[config.mk]
export PLATFORM = sky130hd
export DESIGN_NAME = ame_result_writer
export DESIGN_NICKNAME = d
export VERILOG_FILES = /design/src/rtl/ame_result_writer.sv
export SDC_FILE = /design/constraint.sdc
export NUM_CORES = 1
export LEC_CHECK = 0
export BUFFER_PORTS_ARGS = -buffer_cell sky130_fd_sc_hd__buf_2
export CELL_PAD_IN_SITES_DETAIL_PLACEMENT = 0
export CELL_PAD_IN_SITES_GLOBAL_PLACEMENT = 1
export CORE_MARGIN = 2
export CORE_UTILIZATION = 35
export CTS_BUF_LIST = sky130_fd_sc_hd__clkbuf_4 sky130_fd_sc_hd__clkbuf_8
export DETAILED_ROUTE_END_ITERATION = 8
export GPL_TIMING_DRIVEN = 0
export PLACE_DENSITY = 0.71
export SLEW_MARGIN = 20
export SYNTH_ARGS = -nofsm -noshare
export SYNTH_HDL_FRONTEND = slang
export SYNTH_SLANG_ARGS = --single-unit
export TNS_END_PERCENT = 50
[constraint.sdc]
create_clock -name s_axi_aclk -period 3.2 [get_ports s_axi_aclk]
set_input_delay 0.32 -clock s_axi_aclk [delete_from_list [all_inputs] [get_ports s_axi_aclk]]
set_output_delay 0.32 -clock s_axi_aclk [all_outputs]
set_load 0.02 [all_outputs]
[src/rtl/ame_result_writer.sv]
// Write-back stage for the affine ME solver: captures X0..X5 on start and writes them
// over an AXI4 write channel. Define AME_WR_BURST_EN for one INCR burst per start.
module ame_result_writer #(
    parameter int DATA_BITS   = 64,
    parameter int ADDR_BITS   = 32,
    parameter int NUM_RESULTS = 6
) (
    input  logic                             s_axi_aclk,
    input  logic                             s_axi_aresetn,
    input  logic [ADDR_BITS-1:0]             base_addr_i,
    input  logic                             start_i,
    input  logic                             affine_param6_i,
    input  logic [NUM_RESULTS*DATA_BITS-1:0] data_i,
    output logic                             busy_o,
    output logic                             done_o,
    output logic                             err_o,
    output logic [ADDR_BITS-1:0]             m_axi_awaddr,
    output logic [7:0]                       m_axi_awlen,
    output logic [2:0]                       m_axi_awsize,
    output logic [1:0]                       m_axi_awburst,
    output logic                             m_axi_awvalid,
    input  logic                             m_axi_awready,
    output logic [DATA_BITS-1:0]             m_axi_wdata,
    output logic [DATA_BITS/8-1:0]           m_axi_wstrb,
    output logic                             m_axi_wlast,
    output logic                             m_axi_wvalid,
    input  logic                             m_axi_wready,
    input  logic [1:0]                       m_axi_bresp,
    input  logic                             m_axi_bvalid,
    output logic                             m_axi_bready
);

    localparam logic [2:0] LAST_IDX = 3'(NUM_RESULTS - 1);

    typedef enum logic [1:0] {IDLE, XFER, RESP, DONE} state_t;

    state_t                           state, state_n;
    logic [NUM_RESULTS*DATA_BITS-1:0] data_q, data_n;
    logic [ADDR_BITS-1:0]             addr_q, addr_n;
    logic [7:0]                       len_q, len_n;
    logic [2:0]                       idx_q, idx_n;
    logic                             awvalid_q, awvalid_n;
    logic                             wvalid_q, wvalid_n;
    logic                             aw_done_q, aw_done_n;
    logic                             w_done_q, w_done_n;
    logic                             err_q, err_n;
    logic                             aw_fire, w_fire, w_last_fire;

    // A transfer happens on any edge where valid && ready; a raised valid is held, with
    // address/data unchanged, until its ready arrives, then drops without waiting on the peer.
    always_comb begin
        state_n     = state;
        data_n      = data_q;
        addr_n      = addr_q;
        len_n       = len_q;
        idx_n       = idx_q;
        awvalid_n   = awvalid_q;
        wvalid_n    = wvalid_q;
        aw_done_n   = aw_done_q;
        w_done_n    = w_done_q;
        err_n       = err_q;
        aw_fire     = awvalid_q && m_axi_awready;
        w_fire      = wvalid_q && m_axi_wready;
        w_last_fire = 1'b0;
        case (state)
            IDLE: begin
                if (start_i) begin
                    state_n   = XFER;
                    data_n    = data_i;
                    addr_n    = affine_param6_i ? base_addr_i : base_addr_i + ADDR_BITS'(16);
                    idx_n     = affine_param6_i ? 3'd0 : 3'd2;
                    aw_done_n = 1'b0;
                    w_done_n  = 1'b0;
                    err_n     = 1'b0;
`ifdef AME_WR_BURST_EN
                    len_n     = affine_param6_i ? 8'(NUM_RESULTS - 1) : 8'(NUM_RESULTS - 3);
`else
                    len_n     = 8'd0;
`endif
                end
            end
            XFER: begin
                awvalid_n = awvalid_q ? !m_axi_awready : !aw_done_q;
                if (aw_fire) aw_done_n = 1'b1;
`ifdef AME_WR_BURST_EN
                w_last_fire = w_fire && (idx_q == LAST_IDX);
                if (w_fire && !w_last_fire) idx_n = idx_q + 3'd1;
                wvalid_n = wvalid_q ? !w_last_fire : !w_done_q;
`else
                w_last_fire = w_fire;
                wvalid_n = wvalid_q ? !m_axi_wready : !w_done_q;
`endif
                if (w_last_fire) w_done_n = 1'b1;
                if ((aw_done_q || aw_fire) && (w_done_q || w_last_fire)) state_n = RESP;
            end
            RESP: begin
                if (m_axi_bvalid) begin
                    if (m_axi_bresp != 2'b00) err_n = 1'b1;
`ifdef AME_WR_BURST_EN
                    state_n = DONE;
`else
                    // An error response still lets the remaining slots go out.
                    if (idx_q == LAST_IDX) begin
                        state_n = DONE;
                    end else begin
                        idx_n     = idx_q + 3'd1;
                        addr_n    = addr_q + ADDR_BITS'(8);
                        aw_done_n = 1'b0;
                        w_done_n  = 1'b0;
                        state_n   = XFER;
                    end
`endif
                end
            end
            DONE: state_n = IDLE;
            default: state_n = IDLE;
        endcase
    end

    always_ff @(posedge s_axi_aclk or negedge s_axi_aresetn) begin
        if (!s_axi_aresetn) begin
            state     <= IDLE;
            data_q    <= '0;
            addr_q    <= '0;
            len_q     <= '0;
            idx_q     <= '0;
            awvalid_q <= 1'b0;
            wvalid_q  <= 1'b0;
            aw_done_q <= 1'b0;
            w_done_q  <= 1'b0;
            err_q     <= 1'b0;
        end else begin
            state     <= state_n;
            data_q    <= data_n;
            addr_q    <= addr_n;
            len_q     <= len_n;
            idx_q     <= idx_n;
            awvalid_q <= awvalid_n;
            wvalid_q  <= wvalid_n;
            aw_done_q <= aw_done_n;
            w_done_q  <= w_done_n;
            err_q     <= err_n;
        end
    end

    assign m_axi_awaddr  = addr_q;
    assign m_axi_awlen   = len_q;
    assign m_axi_awsize  = 3'h3;
    assign m_axi_awburst = 2'h1;
    assign m_axi_awvalid = awvalid_q;
    assign m_axi_wdata   = data_q[int'(idx_q)*DATA_BITS +: DATA_BITS];
    assign m_axi_wstrb   = '1;
    assign m_axi_wvalid  = wvalid_q;
`ifdef AME_WR_BURST_EN
    assign m_axi_wlast   = wvalid_q && (idx_q == LAST_IDX);
`else
    assign m_axi_wlast   = wvalid_q;
`endif
    assign m_axi_bready  = (state == RESP);
    assign busy_o        = (state == XFER) || (state == RESP);
    assign done_o        = (state == DONE);
    assign err_o         = err_q;

endmodule

==> reports/results.tsv, run 1 <==
stage	metric	value	unit
hold_path	whs_path_depth	4	
clock_network	cts_buffers	76	
floorplanning	pin_count	549	
placed_design	dp_hpwl	59.26	mm
clock_network	cts_tree	built	
power	vdd_ir_drop_max	453.4	uV
synthesis	yosysTopAreaCell	dfrtp_1	
outcome	outcome	completed	
sta	slew-limit-headroom	33.23	%
sta	fin_crit_sh	97.27	%
clock_network	root_buffer	clkbuf_8	
sta	skew	17.96	ps
worst_setup_path	reg2reg_to	data_q[226]	
worst_setup_path	r2r_cells	6	
worst_setup_path	r2r_setup_slack	100	ps
synthesis	netlist_area	20320	um2
global_routing	grt_max_degree	100	
sta	setup_viol	0	
route	totalWireLength	80.34	mm
hold_path	holdPathEnd	m_axi_awaddr[13]	
global_routing	grt_pass1_wl	118.1	mm
finish	fin_util	51.94	%
worst_setup_path	crit_arrival	2790	ps
clock_network	clk_pin_slew	60	ps
synthesis	synth_flop_cell	dfrtp_1	
synthesis	synth_common_cells	dfrtp_1 (426), mux2_2 (384), inv_1 (77)	
clock_network	clkSinkCount	426	
run	drv_cap	0	
synthesis	synth_cell_types	59	
finish	syn_to_final_growth	47.22	%
sta	worstMarginPinSlew	1002	ps
worst_setup_path	end_kind	primary output	
floorplanning	die_h	244.9	um
synthesis	synth_top_area_share	52.47	%
clock_network	clock_path_buffers	3	
route	first_pass_iters	5	
synthesis	synth_cells	1500	
synthesis	ys_ff_latch	426	
sta	hold_viol	0	
floorplanning	start_util	35.28	%
worst_setup_path	critPathRequiredTime	2880	ps
hold_path	worstHoldStart	base_addr_i[13]	
placed_design	gp_congestion	0.8909	
route	via_per_inst	5.051	
synthesis	netlist_top_cells_area	dfrtp_1 (52%), mux2_2 (21%), mux4_2 (7.1%), mux2i_1 (3.6%), o22ai_1 (2.1%)	
floorplanning	die_w	244.9	um
power	power_density	983.7	nW/um2
sta	rsz0062_at_grt	false	
route	drt_iter0_drc	874	
sta	timing.fmax	0.3213	GHz
synthesis	ys_seq_area_share	52.47	%
synthesis	yosysWarnings	0	
global_routing	overflow	0	
floorplanning	rows	88	
power	leakagePower	13.46	nW
worst_setup_path	critPathLaunchType	flop	
route	dr_total_vias	16980	
hold_path	hold_class	input port to flop	
synthesis	synth_edf_count	0	
sta	slew_violations	0	
synthesis	syn_avg_cell_area	13.54	um2
global_routing	grt.total_usage	26.75	%
clock_network	clk_latency	660	ps
finish	nets	2961	
global_routing	antenna_found_initial	16	
floorplanning	core_area	57590	um2
synthesis	synthMostInstantiatedCell	dfrtp_1	
placed_design	port_buffers	526	
floorplanning	dieArea	59990	um2
route	drc_errors	0	
synthesis	async_flop_share	100.0	%
worst_setup_path	crit_type	flop to primary output	
sta	whs	71.79	ps
worst_setup_path	critPathMaxFanout	10	
finish	drive_gt1_share	46.28	%
route	drtAntennaViolNets	0	
worst_setup_path	r2r_start	state[1]	
global_routing	first_global_vias	18540	
sta	fin_crit	3113	ps
clock_network	htree_levels	3	
route	wl_per_cell	23.90	um
## worst max path at each step
stage,slack [ps],end,depth (start not counted),from
CTS,10,m_axi_wdata[17],6,idx_q[1]
global placement,-6830,data_q[185],1,s_axi_aresetn
finish,90,m_axi_wdata[34],6,idx_q[1]
detailed placement,-110,m_axi_wdata[63],6,idx_q[1]
floorplan,1080,m_axi_awaddr[14],10,idx_q[1]
global route,8,m_axi_wdata[1],6,idx_q[1]
## cell type report
class,count,area [um2]
antenna,14,35.03
buffer,118,651.9
clock buffer,123,1518
clock inverter,9,108.9
fill,5026,27680
inverter,77,289.0
multi-input combinational,897,8912
sequential,426,10660
tap,765,957.2
timing repair buffer,932,6777
## placed cells by master (no fill, tap or decap), types with 5 or more instances in the layout
cell and count:
buf_2 532, dfrtp_1 425, dlygate4sd3_1 402, mux2_2 384, clkbuf_8 95, inv_1 77
mux2i_1 70, o22ai_1 69, mux4_2 64, clkbuf_1 57, nand2_1 41, clkbuf_4 31
nor2_1 30, buf_4 28, conb_1 21, nand4_1 18, nand3_1 18, xnor2_1 18
a21oi_1 17, diode_2 14, clkbuf_2 13, nor3_1 13, o21ai_0 11, o21ai_1 10
and4_1 9, nor4_1 8, xor2_1 8, ha_1 8, o211ai_1 7, buf_6 6
a31oi_1 6, and3_1 5
## through the flow
stage | power (mW) | TNS [ps] | instances | setup slack [ps] | cell area [um2]
floorplan | 18.13 | 0 | 1519 | 1083 | 20390
global placement | 22.89 | -2886890 | 2810 | -6826 | 23980
detailed placement | 23.27 | -672.9 | 2814 | -106.4 | 24100
CTS | 29.41 | 0 | 3347 | 10.01 | 29870
global route | 30.93 | 0 | 3360 | 7.569 | 29910
finish | 29.42 | 0 | 3361 | 87.49 | 29910
## report_power, final
group | leakage (nW) | total [mW] | internal (mW) | switching [mW]
Clock | 0.866 | 5.50 | 3.15 | 2.34
Combinational | 7.57 | 14.0 | 6.41 | 7.61
Sequential | 5.03 | 9.91 | 8.17 | 1.74
Total | 13.5 | 29.4 | 17.7 | 11.7
## routing by layer
layer	GRT usage [%]	vias up	part of all wire (%)
met5	0	-	0.047
met4	8.770	6	2.6
met3	5.412	133	5.8
met2	45.42	634	49
met1	34.15	8662	42
li1	-	7542	-
## sequential cells by signal, summed over array words and instances, names as in the netlist
| register | count |
|---|---|
| idx_q | 3 |
| data_q | 384 |
| state | 2 |
| m_axi_wlast | 1 |
| w_done_q | 1 |
| aw_done_q | 1 |
| m_axi_awaddr | 32 |
| m_axi_awvalid | 1 |
| err_o | 1 |
## worst max-delay path, cell delays in order, from the launching register on
cell      delay [ps]
dfrtp_1          430
clkbuf_2         380
clkbuf_2         490
mux4_2           450
inv_1            110
o22ai_1           80
buf_2            180
## repair_timing
item                       4_1_cts  5_1_grt
hold buffers                   402        0
resized for setup               46        3
setup endpoints to repair       69        7
hold endpoints to repair       479        0
setup buffers                    0        0
## cells by family after synthesis
group	Yosys count	synth area share, %
fa+ha+maj	8	0.4927
flops	426	52.47
simple gates	167	4.687
xor+xnor	26	1.121
compound gates	153	4.982
buf+inv	196	4.188
other cells	2	0.03696
mux	522	32.02
Note: power is estimated with default switching activity, not from simulation.
==> run 2: changes to the inputs <==
--- a/config.mk
+++ b/config.mk
@@ -14,6 +14,7 @@
 export DETAILED_ROUTE_END_ITERATION = 8
 export GPL_TIMING_DRIVEN = 0
 export PLACE_DENSITY = 0.71
+export REMOVE_ABC_BUFFERS = 1
 export SLEW_MARGIN = 20
 export SYNTH_ARGS = -nofsm -noshare
 export SYNTH_HDL_FRONTEND = slang
==> reports/results.tsv, run 2 (synthesis results as in run 1) <==
stage	metric	value	unit
worst_setup_path	r2r_cells	7	
placed_design	place_area	23990	um2
placed_design	dp_hpwl	43.05	mm
finish	largest_register_ff_count	384	
power	comb_power_share	44.7	%
worst_setup_path	crit_arrival	2690	ps
run	drv_cap	0	
power	pwr-share-seq	35.2	%
finish	final_cell_area	29820	um2
power	switching_power	10.27	mW
route	drt_iter0_drc	614	
global_routing	grt.total_usage	21.12	%
power	p_int	17.81	mW
clock_network	clk_latency	680	ps
worst_setup_path	critPathRequiredTime	2880	ps
power	pwr-share-clk	20.0	%
floorplanning	start_util	35.28	%
global_routing	first_global_vias	18080	
global_routing	overflow	0	
hold_path	hold_class	input port to flop	
finish	fillers	4935	
route	dr_total_vias	16190	
worst_setup_path	critPathMaxFanout	33	
floorplanning	die_h	244.9	um
floorplanning	rows	88	
route	first_pass_iters	7	
finish	layout_commonest_cell	buf_2	
global_routing	grt_max_degree	101	
worst_setup_path	end_kind	primary output	
placed_design	gp_congestion	0.8398	
sta	setup_viol	0	
floorplanning	core_area	57590	um2
hold_path	worstHoldStart	base_addr_i[28]	
sta	rsz0062_at_grt	false	
power	leakagePower	13.37	nW
sta	whs	65.73	ps
route	via_per_inst	4.952	
finish	syn_to_final_growth	46.75	%
finish	drive_gt1_share	46.83	%
clock_network	clock_path_buffers	3	
sta	setup_ws	186.9	ps
clock_network	root_buffer	clkbuf_8	
placed_design	port_buffers	527	
power	power_density	941.8	nW/um2
clock_network	clk_pin_slew	60	ps
route	drtAntennaViolNets	0	
power	power	28.08	mW
sta	skew	35.27	ps
placed_design	dp_slack	-226.4	ps
sta	slew-limit-headroom	41.80	%
finish	top_register	data_q	
sta	timing.fmax	0.3319	GHz
sta	fin_crit_sh	94.16	%
finish	nets	2872	
floorplanning	pin_count	549	
clock_network	htree_levels	3	
worst_setup_path	r2r_setup_slack	300	ps
sta	tns	0	ps
finish	final_cell_mix	buf_2 (526), dfrtp_1 (423), dlygate4sd3_1 (401), mux2_2 (384), clkbuf_8 (95)	
sta	slew_violations	0	
worst_setup_path	crit_start	idx_q[0]	
clock_network	cts_buffers	79	
global_routing	grt_pass1_wl	99.38	mm
clock_network	clkSinkCount	426	
outcome	outcome	completed	
worst_setup_path	critPathLaunchType	flop	
sta	fin_crit	3013	ps
power	vdd_ir_drop_max	572.1	uV
route	totalWireLength	63.90	mm
sta	hold_viol	0	
sta	worstMarginPinSlew	869.8	ps
floorplanning	die_w	244.9	um
global_routing	antenna_found_initial	14	
floorplanning	dieArea	59990	um2
hold_path	whs_path_depth	3	
clock_network	cts_tree	built	
route	wl_per_cell	19.54	um
power	swShare	36.56	%
route	drc_errors	0	
worst_setup_path	r2r_start	state[0]	
worst_setup_path	crit_type	flop to primary output	
run 2: cell count changes in the layout (fill, tap and decap cells not counted), moves of 4 or more:
cell / change
clkbuf_4: -6
clkbuf_1: -57
clkbuf_2: -13
buf_12: +10
buf_2: -6
buf_4: -22
buf_16: +8
mux2i_1: +4
buf_6: -5
run 2: area by class of cell:
cell class                      count  area [um2]  share of cell area (%)
Sequential cell                   426       10670                   35.79
Multi-Input combinational cell    897        8912                   29.89
Timing Repair Buffer              958        7273                   24.39
Clock buffer                      120        1495                   5.015
Tap cell                          765       957.2                   3.210
Inverter                           77       289.0                  0.9694
Clock inverter                     16       190.2                  0.6379
Antenna cell                       11       27.53                 0.09232
run 2: path summary, 6_finish.rpt:
kind                                     to
max in group asynchronous        data_q[97]
setup reg to reg            m_axi_awaddr[7]
min in group asynchronous  m_axi_awaddr[31]
hold reg to reg             m_axi_awaddr[1]
hold / removal             m_axi_awaddr[28]
setup / recovery            m_axi_wdata[20]
run 2: power by group through the flow:
stage / registers [mW] / logic, mW / clock network, mW
after global routing: 10.3 / 13.6 / 6.06
final: 9.90 / 12.6 / 5.62
after CTS: 9.86 / 12.6 / 5.77
after floorplan: 9.94 / 8.59 / 0
after detailed placement: 10.0 / 11.9 / 0
after global placement: 9.47 / 9.91 / 0
run 2: routing by layer:
layer | GRT usage, % | vias up | routed length, um
met5 | 0 | - | 46
li1 | - | 7350 | -
met1 | 24.98 | 8147 | 25160
met3 | 5.522 | 155 | 3858
met4 | 7.855 | 8 | 2028
met2 | 36.79 | 532 | 32810
run 2: timing repair:
item	CTS	global route
resized for setup	2	0
setup buffers	6	0
endpoints found under the setup margin	45	8
endpoints found under the hold margin	495	0
hold buffers	401	0
pin swaps	1	0
gates cloned	0	1
run 2: critical path, cell delays in order (launching register included):
cell     delay, ps
dfrtp_4        530
buf_16         280
buf_12         280
mux4_2         540
inv_1           80
o22ai_1         90
buf_2          200
run 2: through the flow:
stage	instances	util, %
floorplan	1400	-
global placement	2692	40.67
detailed placement	2715	41.65
CTS	3258	51.69
global route	3269	51.77
finish	3270	51.78
==> run 3: changes to the inputs <==
--- a/config.mk
+++ b/config.mk
@@ -13,7 +13,7 @@
 export CTS_BUF_LIST = sky130_fd_sc_hd__clkbuf_4 sky130_fd_sc_hd__clkbuf_8
 export DETAILED_ROUTE_END_ITERATION = 8
 export GPL_TIMING_DRIVEN = 0
-export PLACE_DENSITY = 0.71
+export PLACE_DENSITY = 0.66
 export REMOVE_ABC_BUFFERS = 1
 export SLEW_MARGIN = 20
 export SYNTH_ARGS = -nofsm -noshare
==> reports/results.tsv, run 3 (synthesis results as in run 1) <==
stage	metric	value	unit
outcome	outcome	completed	
sta	worstMarginPinSlew	710.1	ps
global_routing	grt_pass1_wl	99.79	mm
global_routing	first_global_vias	17730	
hold_path	whs_path_depth	4	
finish	drive_gt1_share	46.98	%
placed_design	gp_congestion	0.8314	
route	drc_errors	0	
finish	multi_input_area	8924	um2
clock_network	clk_pin_slew	60	ps
power	p_int	18.08	mW
clock_network	clkSinkCount	426	
finish	final_cell_mix	buf_2 (526), dfrtp_1 (423), dlygate4sd3_1 (400), mux2_2 (384), clkbuf_8 (101)	
finish	largest_register_ff_count	384	
finish	layout_commonest_cell	buf_2	
route	first_pass_iters	7	
floorplanning	pin_count	549	
finish	nets	2868	
power	vdd_ir_drop_max	512.6	uV
route	drt_iter0_drc	653	
clock_network	clk_latency	680	ps
sta	slew_violations	0	
power	comb_power_share	44.0	%
sta	skew	43.76	ps
floorplanning	core_area	57590	um2
sta	setup_ws	235.6	ps
power	power_density	946.6	nW/um2
worst_setup_path	crit_arrival	3480	ps
power	pwr-share-clk	20.9	%
run	drv_cap	0	
sta	fin_crit	2964	ps
global_routing	grt.total_usage	21.45	%
power	switching_power	10.23	mW
route	wl_per_cell	19.73	um
route	dr_total_vias	15940	
power	leakagePower	13.41	nW
worst_setup_path	critPathRequiredTime	3720	ps
finish	regArea	10670	um2
sta	whs	77.69	ps
placed_design	dp_slack	-210.4	ps
finish	syn_to_final_growth	47.21	%
global_routing	overflow	0	
floorplanning	die_w	244.9	um
placed_design	port_buffers	527	
finish	top_register	data_q	
power	swShare	36.15	%
clock_network	clock_path_buffers	3	
floorplanning	die_h	244.9	um
worst_setup_path	end_kind	flop	
route	via_per_inst	4.869	
floorplanning	start_util	35.28	%
clock_network	cts_tree	built	
finish	final_cell_area	29910	um2
global_routing	antenna_found_initial	18	
sta	slew-limit-headroom	52.49	%
power	power	28.31	mW
worst_setup_path	r2r_cells	7	
route	totalWireLength	64.57	mm
worst_setup_path	critPathLaunchType	flop	
clock_network	root_buffer	clkbuf_8	
sta	timing.fmax	0.3373	GHz
floorplanning	rows	88	
floorplanning	dieArea	59990	um2
sta	fin_crit_sh	92.64	%
worst_setup_path	critPathMaxFanout	38	
power	pwr-share-seq	35.1	%
worst_setup_path	crit_type	flop to flop	
route	drtAntennaViolNets	0	
sta	setup_viol	0	
sta	hold_viol	0	
clock_network	htree_levels	3	
global_routing	grt_max_degree	83	
finish	fillers	4996	
placed_design	place_area	24030	um2
placed_design	dp_hpwl	44.79	mm
sta	rsz0062_at_grt	false	
hold_path	hold_class	input port to flop	
clock_network	cts_buffers	79	
run 3: cell types whose count changed in the layout (fill, tap and decap cells not counted), moves of 2 or more:
cell	delta
buf_16	+5
buf_12	-6
bufinv_16	+2
inv_12	-3
inv_6	+2
clkbuf_8	+6
run 3: timing repair:
action | in CTS | in global routing
pin swaps | 0 | 1
hold buffers | 400 | 0
resized for setup | 2 | 1
setup buffers | 2 | 2
setup endpoints to repair | 22 | 8
endpoints found under the hold margin | 485 | 0
run 3: worst max-delay path, stage by stage (launching register included):
cell,delay [ps]
dfrtp_4,760
inv_1,240
ha_1,270
a21boi_1,260
o211a_4,480
nand2_2,410
nor3_1,340
a211oi_2,70
run 3: metal layers:
layer,vias to the layer above,GRT usage [%],wire length (um)
li1,7353,-,-
met1,7954,25.97,26310
met2,475,36.39,32150
met3,140,5.631,3873
met4,14,8.590,2139
met5,-,0,87
run 3: power by group through the flow:
| stage | Sequential (mW) | Clock [mW] | Combinational [mW] |
|---|---|---|---|
| finish | 9.94 | 5.91 | 12.5 |
| detailed placement | 10.0 | 0 | 12.0 |
| CTS | 9.91 | 6.08 | 12.5 |
| global placement | 9.47 | 0 | 9.86 |
| global route | 10.3 | 6.35 | 13.5 |
| floorplan | 9.94 | 0 | 8.59 |
run 3: final timing paths:
kind	start	end	slack [ps]
max	idx_q[1]	m_axi_awaddr[25]	240
min	base_addr_i[10]	m_axi_awaddr[10]	80
max reg2reg	idx_q[1]	m_axi_awaddr[25]	240
min reg2reg	m_axi_awaddr[2]	m_axi_awaddr[2]	480
max in group asynchronous	s_axi_aresetn	data_q[232]	1400
min in group asynchronous	s_axi_aresetn	m_axi_awaddr[20]	170
run 3: per-stage QoR:
stage / setup TNS [ps] / instances / util [%]
3_3_place_gp: -7884170 / 2692 / 40.67
5_1_grt: 0 / 3272 / 51.93
6_report: 0 / 3273 / 51.94
2_1_floorplan: -3000130 / 1400 / -
3_5_place_dp: -1911 / 2715 / 41.73
4_1_cts: 0 / 3260 / 51.85
run 3: area by class of cell:
type | instances | area share [%]
tap | 765 | 3.200
clock buffer | 126 | 5.275
sequential | 426 | 35.68
antenna | 11 | 0.09203
timing repair buffer | 954 | 24.23
inverter | 77 | 0.9664
clock inverter | 17 | 0.7154
multi-input combinational | 897 | 29.84
